## config.mk

```make
export PLATFORM = sky130hd
export DESIGN_NAME = pl_ctrl_pipe
export DESIGN_NICKNAME = d
export VERILOG_FILES = /design/src/rtl/pl_ctrl_pipe.sv
export SDC_FILE = /design/constraint.sdc
export NUM_CORES = 1
export LEC_CHECK = 0
export ABC_CLOCK_PERIOD_IN_PS = 1000
export CAP_MARGIN = 30
export CORE_ASPECT_RATIO = 1.1
export CORE_MARGIN = 3
export CORE_UTILIZATION = 31
export DETAILED_ROUTE_END_ITERATION = 10
export GPL_TIMING_DRIVEN = 0
export PLACE_DENSITY = 0.8
export RECOVER_POWER = 25
export SKIP_CTS_REPAIR_TIMING = 1
export SLEW_MARGIN = 20
export SYNTH_ARGS = -nofsm -noshare
export SYNTH_HDL_FRONTEND = slang
export SYNTH_SLANG_ARGS = --single-unit
```

## constraint.sdc

```tcl
create_clock -name clk -period 1 [get_ports clk]
set_input_delay 0.15 -clock clk [delete_from_list [all_inputs] [get_ports clk]]
set_output_delay 0.15 -clock clk [all_outputs]
set_load 0.02 [all_outputs]
```

## src/rtl/pl_ctrl_pipe.sv

```systemverilog
// ---------------------------------------------------------------------------
// pl_ctrl_pipe -- in-order control-word pipeline with stall and flush.
//
// Each stage holds one control word and its valid flag. On each rising edge
// words move one stage older. A stall holds stage 0 and puts a bubble into
// stage 1. A flush turns the youngest FLUSH_DEPTH stages into bubbles. A
// bubble is valid=0 with all-zero data, so downstream enables such as regwen
// and dmemrw are deasserted.
//
// Parameters
//   WIDTH       control-word width per stage
//   DEPTH       number of stages (2..8)
//   FLUSH_DEPTH number of youngest stages killed by flush (1..DEPTH)
//
// Ports
//   clk        single clock, rising edge
//   rst        synchronous active-high reset (overrides stall and flush)
//   in_data    control word from decode
//   in_valid   in_data is a real instruction
//   stall      hold stage 0, bubble into stage 1
//   flush      discard younger work
//   out_data   stage k at [k*WIDTH +: WIDTH]
//   out_valid  bit k = valid of stage k
//   stall_cnt  saturating count of stall-only edges
//   flush_cnt  saturating count of flush edges
//
// Build option
//   PL_CTRL_PERF_EN  when defined, stall_cnt/flush_cnt are real counters;
//                    otherwise both read constant 0 and have no flops.
// ---------------------------------------------------------------------------

// One pipeline stage. Priority: reset, kill (bubble), hold, load.
module pl_ctrl_stage #(
    parameter int WIDTH = 4
) (
    input  logic             clk,
    input  logic             rst,
    input  logic [WIDTH-1:0] src_data,
    input  logic             src_valid,
    input  logic             hold,
    input  logic             kill,
    output logic [WIDTH-1:0] data,
    output logic             valid
);
    always_ff @(posedge clk) begin
        if (rst || kill) begin
            data  <= '0;
            valid <= 1'b0;
        end else if (!hold) begin
            // An invalid source always lands as zero data.
            data  <= src_valid ? src_data : '0;
            valid <= src_valid;
        end
    end
endmodule

module pl_ctrl_pipe #(
    parameter int WIDTH       = 4,
    parameter int DEPTH       = 3,
    parameter int FLUSH_DEPTH = 2
) (
    input  logic                   clk,
    input  logic                   rst,
    input  logic [WIDTH-1:0]       in_data,
    input  logic                   in_valid,
    input  logic                   stall,
    input  logic                   flush,
    output logic [DEPTH*WIDTH-1:0] out_data,
    output logic [DEPTH-1:0]       out_valid,
    output logic [31:0]            stall_cnt,
    output logic [31:0]            flush_cnt
);
    logic [DEPTH-1:0][WIDTH-1:0] data_pipe;
    logic [DEPTH-1:0]            vld_pipe;
    logic [DEPTH-1:0][WIDTH-1:0] src_data;
    logic [DEPTH-1:0]            src_valid;
    logic [DEPTH-1:0]            hold;
    logic [DEPTH-1:0]            kill;

    // Flush dominates stall: with both asserted only the flush pattern applies.
    logic stall_only;
    assign stall_only = stall & ~flush;

    for (genvar k = 0; k < DEPTH; k++) begin : g_stage
        localparam bit IN_FLUSH = (k < FLUSH_DEPTH);
        localparam bit IS_ONE   = (k == 1);

        if (k == 0) begin : g_head
            assign src_data[k]  = in_data;
            assign src_valid[k] = in_valid;
            assign hold[k]      = stall_only;
        end else begin : g_body
            assign src_data[k]  = data_pipe[k-1];
            assign src_valid[k] = vld_pipe[k-1];
            assign hold[k]      = 1'b0;
        end

        // Stage 1 takes the bubble left behind a held stage 0.
        assign kill[k] = (flush & IN_FLUSH) | (stall_only & IS_ONE);

        pl_ctrl_stage #(.WIDTH(WIDTH)) u_stage (
            .clk       (clk),
            .rst       (rst),
            .src_data  (src_data[k]),
            .src_valid (src_valid[k]),
            .hold      (hold[k]),
            .kill      (kill[k]),
            .data      (data_pipe[k]),
            .valid     (vld_pipe[k])
        );
    end

    assign out_data  = data_pipe;
    assign out_valid = vld_pipe;

`ifdef PL_CTRL_PERF_EN
    logic [31:0] stall_cnt_q;
    logic [31:0] flush_cnt_q;

    always_ff @(posedge clk) begin
        if (rst) begin
            stall_cnt_q <= '0;
            flush_cnt_q <= '0;
        end else begin
            if (stall_only && stall_cnt_q != 32'hFFFF_FFFF)
                stall_cnt_q <= stall_cnt_q + 32'd1;
            if (flush && flush_cnt_q != 32'hFFFF_FFFF)
                flush_cnt_q <= flush_cnt_q + 32'd1;
        end
    end

    assign stall_cnt = stall_cnt_q;
    assign flush_cnt = flush_cnt_q;
`else
    assign stall_cnt = '0;
    assign flush_cnt = '0;
`endif
endmodule

```

==> metrics.md, run 1 <==
| Metric | Value |
|---|---|
| Status | finished clean |
| Clk slew on worst S/H paths | 0.08 ns |
| Biggest area consumer among synthesized cells | buf_4 |
| Clock Power Share | 23.0% |
| Critical Path AT | 0.85 ns |
| Vias in the first global route | 514 |
| Largest net degree at the start of global routing | 11 |
| CP Class | flip-flop to output port |
| Share of layout cells above drive strength 1 | 44.7% |
| Die area | 3880 um2 |
| Synth Cell Area | 983 um2 |
| Leakage | 0.901 nW |
| Avg Cell Area, Syn | 9.02 um2 |
| Tightest Hold Check Type | primary input to flip-flop |
| Maxcap violations | 0 |
| DR DRC count | 0 |
| Area Growth Syn to Fin | 50.1% |
| Vias per cell | 2.97 |
| CTS tree | yes |
| Reg2Reg Launch Point | g_stage[1].u_stage.valid |
| Int Pwr | 972 uW |
| Grt total ovfl | 0 |
| Dpl cell area | 1480 um2 |
| Sequential share of the synthesized area | 30.5% |
| CTS H-tree lvls | 1 |
| Psw | 455 uW |
| Worst r2r dst | g_stage[2].u_stage.data[0] |
| Core Box Area | 2900 um2 |
| Critical Path End | out_valid[0] |
| CP Max Fanout | 3 |
| Total negative setup slack | 0 ns |
| Core Rows | 20 |
| Largest cells by area after synthesis | buf_4 51%, dfxtp_1 31%, and2_1 5.1%, nand3b_1 3.1%, nor4b_4 2.4% |
| Gr usage total | 7.33% |
| Final wirelength | 1.60 mm |
| # setup viols final | 0 |
| CP Data Required Time | 0.85 ns |
| Sw Share | 31.9% |
| Worst setup SP type | flip-flop |
| IO buf count | 22 |
| Crit path time final | 0.997 ns |
| Routed wire length per instance | 6.95 um |
| Syn. warnings | 0 |
| Grt met3 use | 4.38% |
| Post-synthesis register bit count | 15 |
| Power density over the cells | 967 nW/um2 |
| GR peak layer | met2 |
| Fillers | 286 |
| Antenna violations before repair | 0 |
| Post-Synthesis Cells | 109 |
| FMAX | 1000 MHz |
| Multi-input logic area | 408 um2 |
| Initial Util | 33.9% |
| Routing usage on met1 | 7.00% |
| Post-synth EDFFs | 0 |
| Synth top area share | 51.1% |
| Reg2Reg Setup Slack | 0.12 ns |
| Num Clock Sinks | 15 |
| First-pass GRT wire length | 2.15 mm |
| DRT Pass-1 Iters | 4 |
| Gate power share | 34.5% |
| Fin crit share | 99.7% |
| DR iter-0 viols | 8 |
| Overall power | 1.43 mW |
| CP Capture Type | output port |
| Die Y | 65.1 um |
| CTS Buf Count | 3 |
| WHS | 0.0851 ns |
| Die X | 59.7 um |
| RSZ-0062 raised after global routing | yes |
| Post-synth top cells | 67 x buf_4, 15 x dfxtp_1, 8 x and2_1 |
| Clk buf depth | 2 |
| Synth unique cells | 13 |
| Final Cell Area | 1480 um2 |
| CTS root buf | clkbuf_4 |
| Io pins | 88 |
| Critical path startpoint | g_stage[0].u_stage.valid |
| Seq pwr share | 42.5% |
| Peak supply drop | 0.000668 V |
| FF/Latch Area | 304 um2 |
| Ys async rst share | 0% |
| Ant diodes | 0 |
| DP HPWL | 1.42 mm |
| Clock Skew | 0.00630 ns |
| Final nets | 207 |
| Vias post-DR | 684 |
| Fin util | 50.9% |
| Final hold vios | 0 |
| Gpl congestion | 0.695 |
| Clk Latency, worst-skew pair | 0.28 ns |
| Max Slew Vio Count | 0 |
| DRT antenna net count | 0 |
| Most used flip-flop cell after synthesis | dfxtp_1 |
| Worst r2r path cells | 3 |
| M2 GR Usage | 12.7% |
| Most frequent cell after synthesis | buf_4 |
-- critical path, stage by stage, from the launching register on --
cell and delay, ns:
dfxtp_2 0.34, buf_6 0.11, buf_6 0.12
-- layout by cell type (no fill, tap or decap), types with 2 or more instances in the layout --
cell             count
clkbuf_2             7
clkbuf_4             3
nand2_1              4
buf_4               68
dfxtp_2              3
nand3b_1             4
a21oi_1              4
dfxtp_1             12
and2_1               8
buf_6                5
clkdlybuf4s50_1      7
conb_1              64
dlymetal6s2s_1       2
-- cell type report --
type / instances / share of cell area [%]
clock buffers: 4 / 1.78
repair buffers: 23 / 13.1
well taps: 33 / 2.80
flip-flops and latches: 15 / 20.6
multi-input cells: 89 / 27.6
plain buffers: 66 / 34.1
-- logic make-up (layout without fill, tap and decap cells) --
group	count (synthesis)	in the layout	synth area share (%)
AO/OA/AOI/OAI	4	4	2.04
multiplexers	1	1	1.02
AND/OR/NAND/NOR	20	20	13.7
flip-flops	15	15	30.5
other	1	64	0.381
buffers and inverters	68	93	52.3
-- power by group through the flow --
| stage | logic, mW | registers (mW) | clock network, mW |
|---|---|---|---|
| after floorplan | 0.429 | 0.623 | 0 |
| after global placement | 0.479 | 0.619 | 0 |
| after detailed placement | 0.480 | 0.619 | 0 |
| after CTS | 0.480 | 0.605 | 0.340 |
| after global routing | 0.527 | 0.607 | 0.379 |
| final | 0.492 | 0.606 | 0.329 |
-- per-layer routing --
layer / share of wire [%] / vias up
li1: - / 381
met1: 32 / 247
met2: 49 / 56
met3: 18 / 0
met4: 0 / 0
met5: 0 / -
-- registers in the layout, summed over array words and instances, names as in the netlist --
register,count
g_stage.u_stage.data,12
g_stage.u_stage.valid,3
-- worst min-delay path by stage --
| stage | start | endpoint | slack, ns | depth (start not counted) |
|---|---|---|---|---|
| global route | stall | g_stage[1].u_stage.valid | 0.07 | 2 |
| floorplan | rst | g_stage[1].u_stage.valid | 0.23 | 1 |
| finish | stall | g_stage[1].u_stage.valid | 0.09 | 2 |
| detailed placement | stall | g_stage[1].u_stage.valid | 0.39 | 2 |
| CTS | stall | g_stage[1].u_stage.valid | 0.08 | 2 |
| global placement | stall | g_stage[1].u_stage.valid | 0.39 | 2 |
-- through the flow --
stage / setup WS [ns] / std cells
after global placement: -0.212 / 227
after floorplan: 0.250 / 172
after detailed placement: -0.218 / 227
after CTS: -0.526 / 231
final: 0.00313 / 230
after global routing: -0.0384 / 230
(Power assumes the default switching activity.)
==> inputs of run 2 (changes only) <==
- PLACE_DENSITY: 0.8 -> unset
- PLACE_DENSITY_LB_ADDON: unset -> 0.2
==> metrics.md, run 2 (synthesized netlist as in run 1, its figures left out) <==
| Metric | Value |
|---|---|
| Status | finished clean (unchanged) |
| Hold Crit Endpoint | g_stage[1].u_stage.valid (unchanged) |
| Tightest Hold Check Type | primary input to flip-flop (unchanged) |
| CTS H-tree lvls | 1 (unchanged) |
| Biggest register | g_stage.u_stage.data (unchanged) |
| Final wirelength | 1.71 mm (was 1.60 mm) |
| IO buf count | 22 (unchanged) |
| Largest regs | g_stage.u_stage.data: 12 flops, g_stage.u_stage.valid: 3 flops (unchanged) |
| CTS root buf | clkbuf_4 (unchanged) |
| Clk Latency, worst-skew pair | 0.27 ns (was 0.28 ns) |
| DRT Pass-1 Iters | 4 (unchanged) |
| Io pins | 88 (unchanged) |
| Worst setup SP type | flip-flop (unchanged) |
| Overall power | 1.42 mW (was 1.43 mW) |
| Most common cell after layout, fill and taps aside | buf_4 (unchanged) |
| Clk slew on worst S/H paths | 0.08 ns (about the same) |
| Crit path time final | 0.982 ns (was 0.997 ns) |
| CP Capture Type | output port (unchanged) |
| Grt total ovfl | 0 (unchanged) |
| Final hold vios | 0 (unchanged) |
| Die X | 59.7 um (unchanged) |
| Leakage | 0.914 nW (was 0.901 nW) |
| Critical Path AT | 0.83 ns (was 0.85 ns) |
| CP Class | flip-flop to output port (unchanged) |
| Clk buf depth | 2 (unchanged) |
| Die Y | 65.1 um (unchanged) |
| Fin crit share | 98.2% (was 99.7%) |
| Largest register FFs | 12 (unchanged) |
| Commonest non-fill, non-tap cells in the layout | 68 x buf_4, 64 x conb_1, 12 x dfxtp_1, 8 x and2_1, 7 x clkdlybuf4s50_1 (was 68 x buf_4, 64 x conb_1, 12 x dfxtp_1, 8 x and2_1) |
| Routed wire length per instance | 7.46 um (was 6.95 um) |
| Setup WS post-layout | 0.0183 ns (was 0.00313 ns) |
| First-pass GRT wire length | 2.66 mm (was 2.15 mm) |
| Reg2Reg Setup Slack | 0.17 ns (was 0.12 ns) |
| Power density over the cells | 965 nW/um2 (was 967 nW/um2) |
| Die area | 3880 um2 (unchanged) |
| Peak supply drop | 0.000432 V (was 0.000668 V) |
| Vias in the first global route | 633 (was 514) |
| Clock Skew | 0.00294 ns (was 0.00630 ns) |
| RSZ-0062 raised after global routing | yes (unchanged) |
| CTS Buf Count | 3 (unchanged) |
| Core Rows | 20 (unchanged) |
| Worst r2r dst | g_stage[1].u_stage.data[0] (was g_stage[2].u_stage.data[0]) |
| Area Growth Syn to Fin | 50.1% (unchanged) |
| Largest net degree at the start of global routing | 11 (unchanged) |
| Gpl congestion | 0.705 (was 0.695) |
| Ant diodes | 0 (unchanged) |
| Grt met3 use | 2.99% (was 4.38%) |
| DR DRC count | 0 (unchanged) |
| WHS | 0.0976 ns (was 0.0851 ns) |
| DR iter-0 viols | 5 (was 8) |
| GR peak layer | met2 (unchanged) |
| Num Clock Sinks | 15 (unchanged) |
| Share of layout cells above drive strength 1 | 43.9% (was 44.7%) |
| Hold wc startpoint | stall (unchanged) |
| Gr usage total | 8.80% (was 7.33%) |
| Initial Util | 33.9% (unchanged) |
| Routing usage on met1 | 9.84% (was 7.00%) |
| DRT antenna net count | 0 (unchanged) |
| Antenna violations before repair | 0 (unchanged) |
| Hold Crit Depth | 2 (unchanged) |
| Finished Layout Cells | 229 (was 230) |
| Worst r2r path cells | 2 (was 3) |
| Reg2Reg Launch Point | g_stage[0].u_stage.valid (was g_stage[1].u_stage.valid) |
| Final nets | 206 (was 207) |
| Max Slew Vio Count | 0 (unchanged) |
| M2 GR Usage | 14.6% (was 12.7%) |
| # setup viols final | 0 (unchanged) |
| Maxcap violations | 0 (unchanged) |
| Vias post-DR | 700 (was 684) |
| CP Data Required Time | 0.85 ns (about the same) |
| CTS tree | yes (unchanged) |
| Core Box Area | 2900 um2 (unchanged) |
| DP HPWL | 1.55 mm (was 1.42 mm) |
| Pre-CTS setup slack | -0.245 ns (was -0.218 ns) |
| Cells after DPL | 227 (unchanged) |
| FMAX | 1020 MHz (was 1000 MHz) |
| CP Max Fanout | 3 (unchanged) |
| Vias per cell | 3.06 (was 2.97) |
run 2: worst max-delay path by stage:
stage / depth (start not counted) / from / end / slack [ns]
after CTS: 2 / g_stage[0].u_stage.valid / out_valid[0] / -0.51
final: 2 / g_stage[0].u_stage.valid / out_valid[0] / 0.02
after detailed placement: 3 / rst / g_stage[1].u_stage.data[2] / -0.24
after global routing: 2 / g_stage[0].u_stage.valid / out_valid[0] / -0.02
after floorplan: 2 / g_stage[0].u_stage.valid / g_stage[1].u_stage.data[0] / 0.25
after global placement: 3 / rst / g_stage[1].u_stage.data[2] / -0.21
run 2: area by class of cell:
type	instances	area (um2)
Sequential cell	15	304
Buffer	66	503
Clock buffer	4	26.3
Timing Repair Buffer	22	196
Tap cell	33	41.3
Multi-Input combinational cell	89	405
Fill cell	307	1430
run 2: critical path: stages, from the launching register on:
cell and delay (ns):
dfxtp_2 0.34, buf_6 0.11, buf_6 0.12
run 2: routing by layer:
layer	vias to the layer above	routed length, um
li1	379	-
met1	271	570
met2	48	878
met3	2	250
met4	0	8
met5	-	0
run 2: power breakdown:
part / internal [mW] / total, mW / leakage [nW] / switching (mW)
Combinational: 0.214 / 0.493 / 0.777 / 0.279
Sequential: 0.602 / 0.606 / 0.123 / 0.00371
Clock: 0.154 / 0.325 / 0.0150 / 0.171
Total: 0.971 / 1.42 / 0.914 / 0.453
run 2: through the flow:
step	TNS (ns)	util [%]	instance area, um2
final	0	50.9	1480
after CTS	-5.85	51.9	1510
after global routing	-0.0235	50.9	1480
after global placement	-3.32	51.0	1480
after floorplan	0	-	1220
after detailed placement	-3.76	51.0	1480
==> inputs of run 3 (changes only) <==
- TNS_END_PERCENT: unset -> 1
==> metrics.md, run 3 (synthesized netlist as in run 1, its figures left out) <==
| Metric | Value |
|---|---|
| Status | finished clean (unchanged) |
| Hold Crit Depth | 2 (unchanged) |
| Sw Share | 31.9% (was 31.8%) |
| First-pass GRT wire length | 2.66 mm (unchanged) |
| Largest net degree at the start of global routing | 11 (unchanged) |
| CTS root buf | clkbuf_4 (unchanged) |
| WHS | 0.105 ns (was 0.0976 ns) |
| Largest register FFs | 12 (unchanged) |
| Gate power share | 34.6% (about the same) |
| Antenna violations before repair | 0 (unchanged) |
| DP HPWL | 1.55 mm (unchanged) |
| Vias post-DR | 708 (was 700) |
| Fin util | 51.0% (was 50.9%) |
| Clk slew on worst S/H paths | 0.08 ns (about the same) |
| Largest regs | g_stage.u_stage.data: 12 flops, g_stage.u_stage.valid: 3 flops (unchanged) |
| Area Growth Syn to Fin | 50.6% (was 50.1%) |
| CP max-delay cell | dfxtp_1 (was dfxtp_2) |
| CTS H-tree lvls | 1 (unchanged) |
| Share of layout cells above drive strength 1 | 43.4% (was 43.9%) |
| Num Clock Sinks | 15 (unchanged) |
| CTS Buf Count | 3 (unchanged) |
| Core Rows | 20 (unchanged) |
| CP Max Fanout | 2 (was 3) |
| Worst r2r path cells | 2 (unchanged) |
| CTS tree | yes (unchanged) |
| CP Data Required Time | 0.85 ns (about the same) |
| Dpl cell area | 1480 um2 (unchanged) |
| Gpl congestion | 0.705 (unchanged) |
| DR DRC count | 0 (unchanged) |
| Seq pwr share | 42.5% (about the same) |
| Peak supply drop | 0.000438 V (was 0.000432 V) |
| Initial Util | 33.9% (unchanged) |
| Commonest non-fill, non-tap cells in the layout | 72 x buf_4, 64 x conb_1, 14 x dfxtp_1, 7 x clkdlybuf4s50_1, 6 x and2_1 (was 68 x buf_4, 64 x conb_1, 12 x dfxtp_1, 8 x and2_1, 7 x clkdlybuf4s50_1) |
| Maxcap violations | 0 (unchanged) |
| Most common cell after layout, fill and taps aside | buf_4 (unchanged) |
| Multi-input logic area | 405 um2 (unchanged) |
| Vias in the first global route | 633 (unchanged) |
| Fillers | 305 (was 307) |
| Crit path time final | 0.992 ns (was 0.982 ns) |
| CP Class | flip-flop to output port (unchanged) |
| Biggest register | g_stage.u_stage.data (unchanged) |
| Psw | 454 uW (was 453 uW) |
| Gr usage total | 8.80% (unchanged) |
| FMAX | 1010 MHz (was 1020 MHz) |
| CP Capture Type | output port (unchanged) |
| Clock Power Share | 22.9% (about the same) |
| Fin crit share | 99.2% (was 98.2%) |
| RSZ-0062 raised after global routing | yes (unchanged) |
| Total negative setup slack | 0 ns (unchanged) |
| Int Pwr | 971 uW (about the same) |
| DR iter-0 viols | 4 (was 5) |
| Setup WS post-layout | 0.00792 ns (was 0.0183 ns) |
| Clock Skew | 0.00259 ns (was 0.00294 ns) |
| Final wirelength | 1.72 mm (was 1.71 mm) |
| FF/Latch Area | 302 um2 (was 304 um2) |
| Io pins | 88 (unchanged) |
| IO buf count | 22 (unchanged) |
| Largest stage delay, worst path | 0.31 ns (was 0.34 ns) |
| Crit-path cells | buf_4 > buf_4 (was buf_6 > buf_6) |
| Vias per cell | 3.06 (about the same) |
| Power density over the cells | 962 nW/um2 (was 965 nW/um2) |
| Ant diodes | 0 (unchanged) |
| DRT Pass-1 Iters | 4 (unchanged) |
| Leakage | 0.921 nW (was 0.914 nW) |
| DRT antenna net count | 0 (unchanged) |
| Grt total ovfl | 0 (unchanged) |
| Die area | 3880 um2 (unchanged) |
| Worst setup SP type | flip-flop (unchanged) |
| Core Box Area | 2900 um2 (unchanged) |
| Clk buf depth | 2 (unchanged) |
| Critical Path AT | 0.84 ns (was 0.83 ns) |
| # setup viols final | 0 (unchanged) |
| Die X | 59.7 um (unchanged) |
| Final nets | 208 (was 206) |
| Most used cell, CP | buf_4 (was buf_6) |
| Final hold vios | 0 (unchanged) |
| Max Slew Vio Count | 0 (unchanged) |
| Routed wire length per instance | 7.44 um (was 7.46 um) |
| Tightest Hold Check Type | primary input to flip-flop (unchanged) |
| Pre-CTS setup slack | -0.245 ns (unchanged) |
| Clk Latency, worst-skew pair | 0.27 ns (about the same) |
| Final Cell Area | 1480 um2 (about the same) |
| Die Y | 65.1 um (unchanged) |
[run 3: area by class of cell]
type	instances	area share, %
clock buffers	4	1.77
multi-input cells	89	27.4
well taps	33	2.79
flip-flops and latches	15	20.4
plain buffers	68	35.0
repair buffers	22	12.8
[run 3: stage by stage]
| step | power [mW] | instances |
|---|---|---|
| 4_1_cts | 1.42 | 231 |
| 2_1_floorplan | 1.05 | 172 |
| 5_1_grt | 1.52 | 231 |
| 3_3_place_gp | 1.10 | 227 |
| 3_5_place_dp | 1.10 | 227 |
| 6_report | 1.42 | 231 |
[run 3: critical path, delay by kind of cell, from the launching register on]
| kind | cells | cell delay, ns |
|---|---|---|
| buffers and inverters | 2 | 0.26 |
| DFF | 1 | 0.31 |
[run 3: routing by layer]
| metal | part of all wire [%] | wire, um | GRT usage, % |
|---|---|---|---|
| met2 | 51 | 880 | 14.6 |
| met4 | 0.47 | 8 | 4.16 |
| met1 | 33 | 568 | 9.84 |
| met3 | 15 | 259 | 2.99 |
| met5 | 0 | 0 | 0 |
[run 3: final timing paths]
path,start,end,slack [ns]
max,g_stage[1].u_stage.valid,out_valid[1],0.008
max reg2reg,g_stage[0].u_stage.valid,g_stage[1].u_stage.data[2],0.17
min reg2reg,g_stage[1].u_stage.data[1],g_stage[2].u_stage.data[1],0.47
min,stall,g_stage[1].u_stage.valid,0.10
[run 3: power groups by stage]
| stage | Combinational, mW | Sequential, mW | Clock [mW] |
|---|---|---|---|
| after floorplan | 0.429 | 0.623 | 0 |
| after global placement | 0.479 | 0.619 | 0 |
| after detailed placement | 0.480 | 0.619 | 0 |
| after CTS | 0.481 | 0.605 | 0.336 |
| after global routing | 0.528 | 0.607 | 0.385 |
| final | 0.493 | 0.606 | 0.326 |
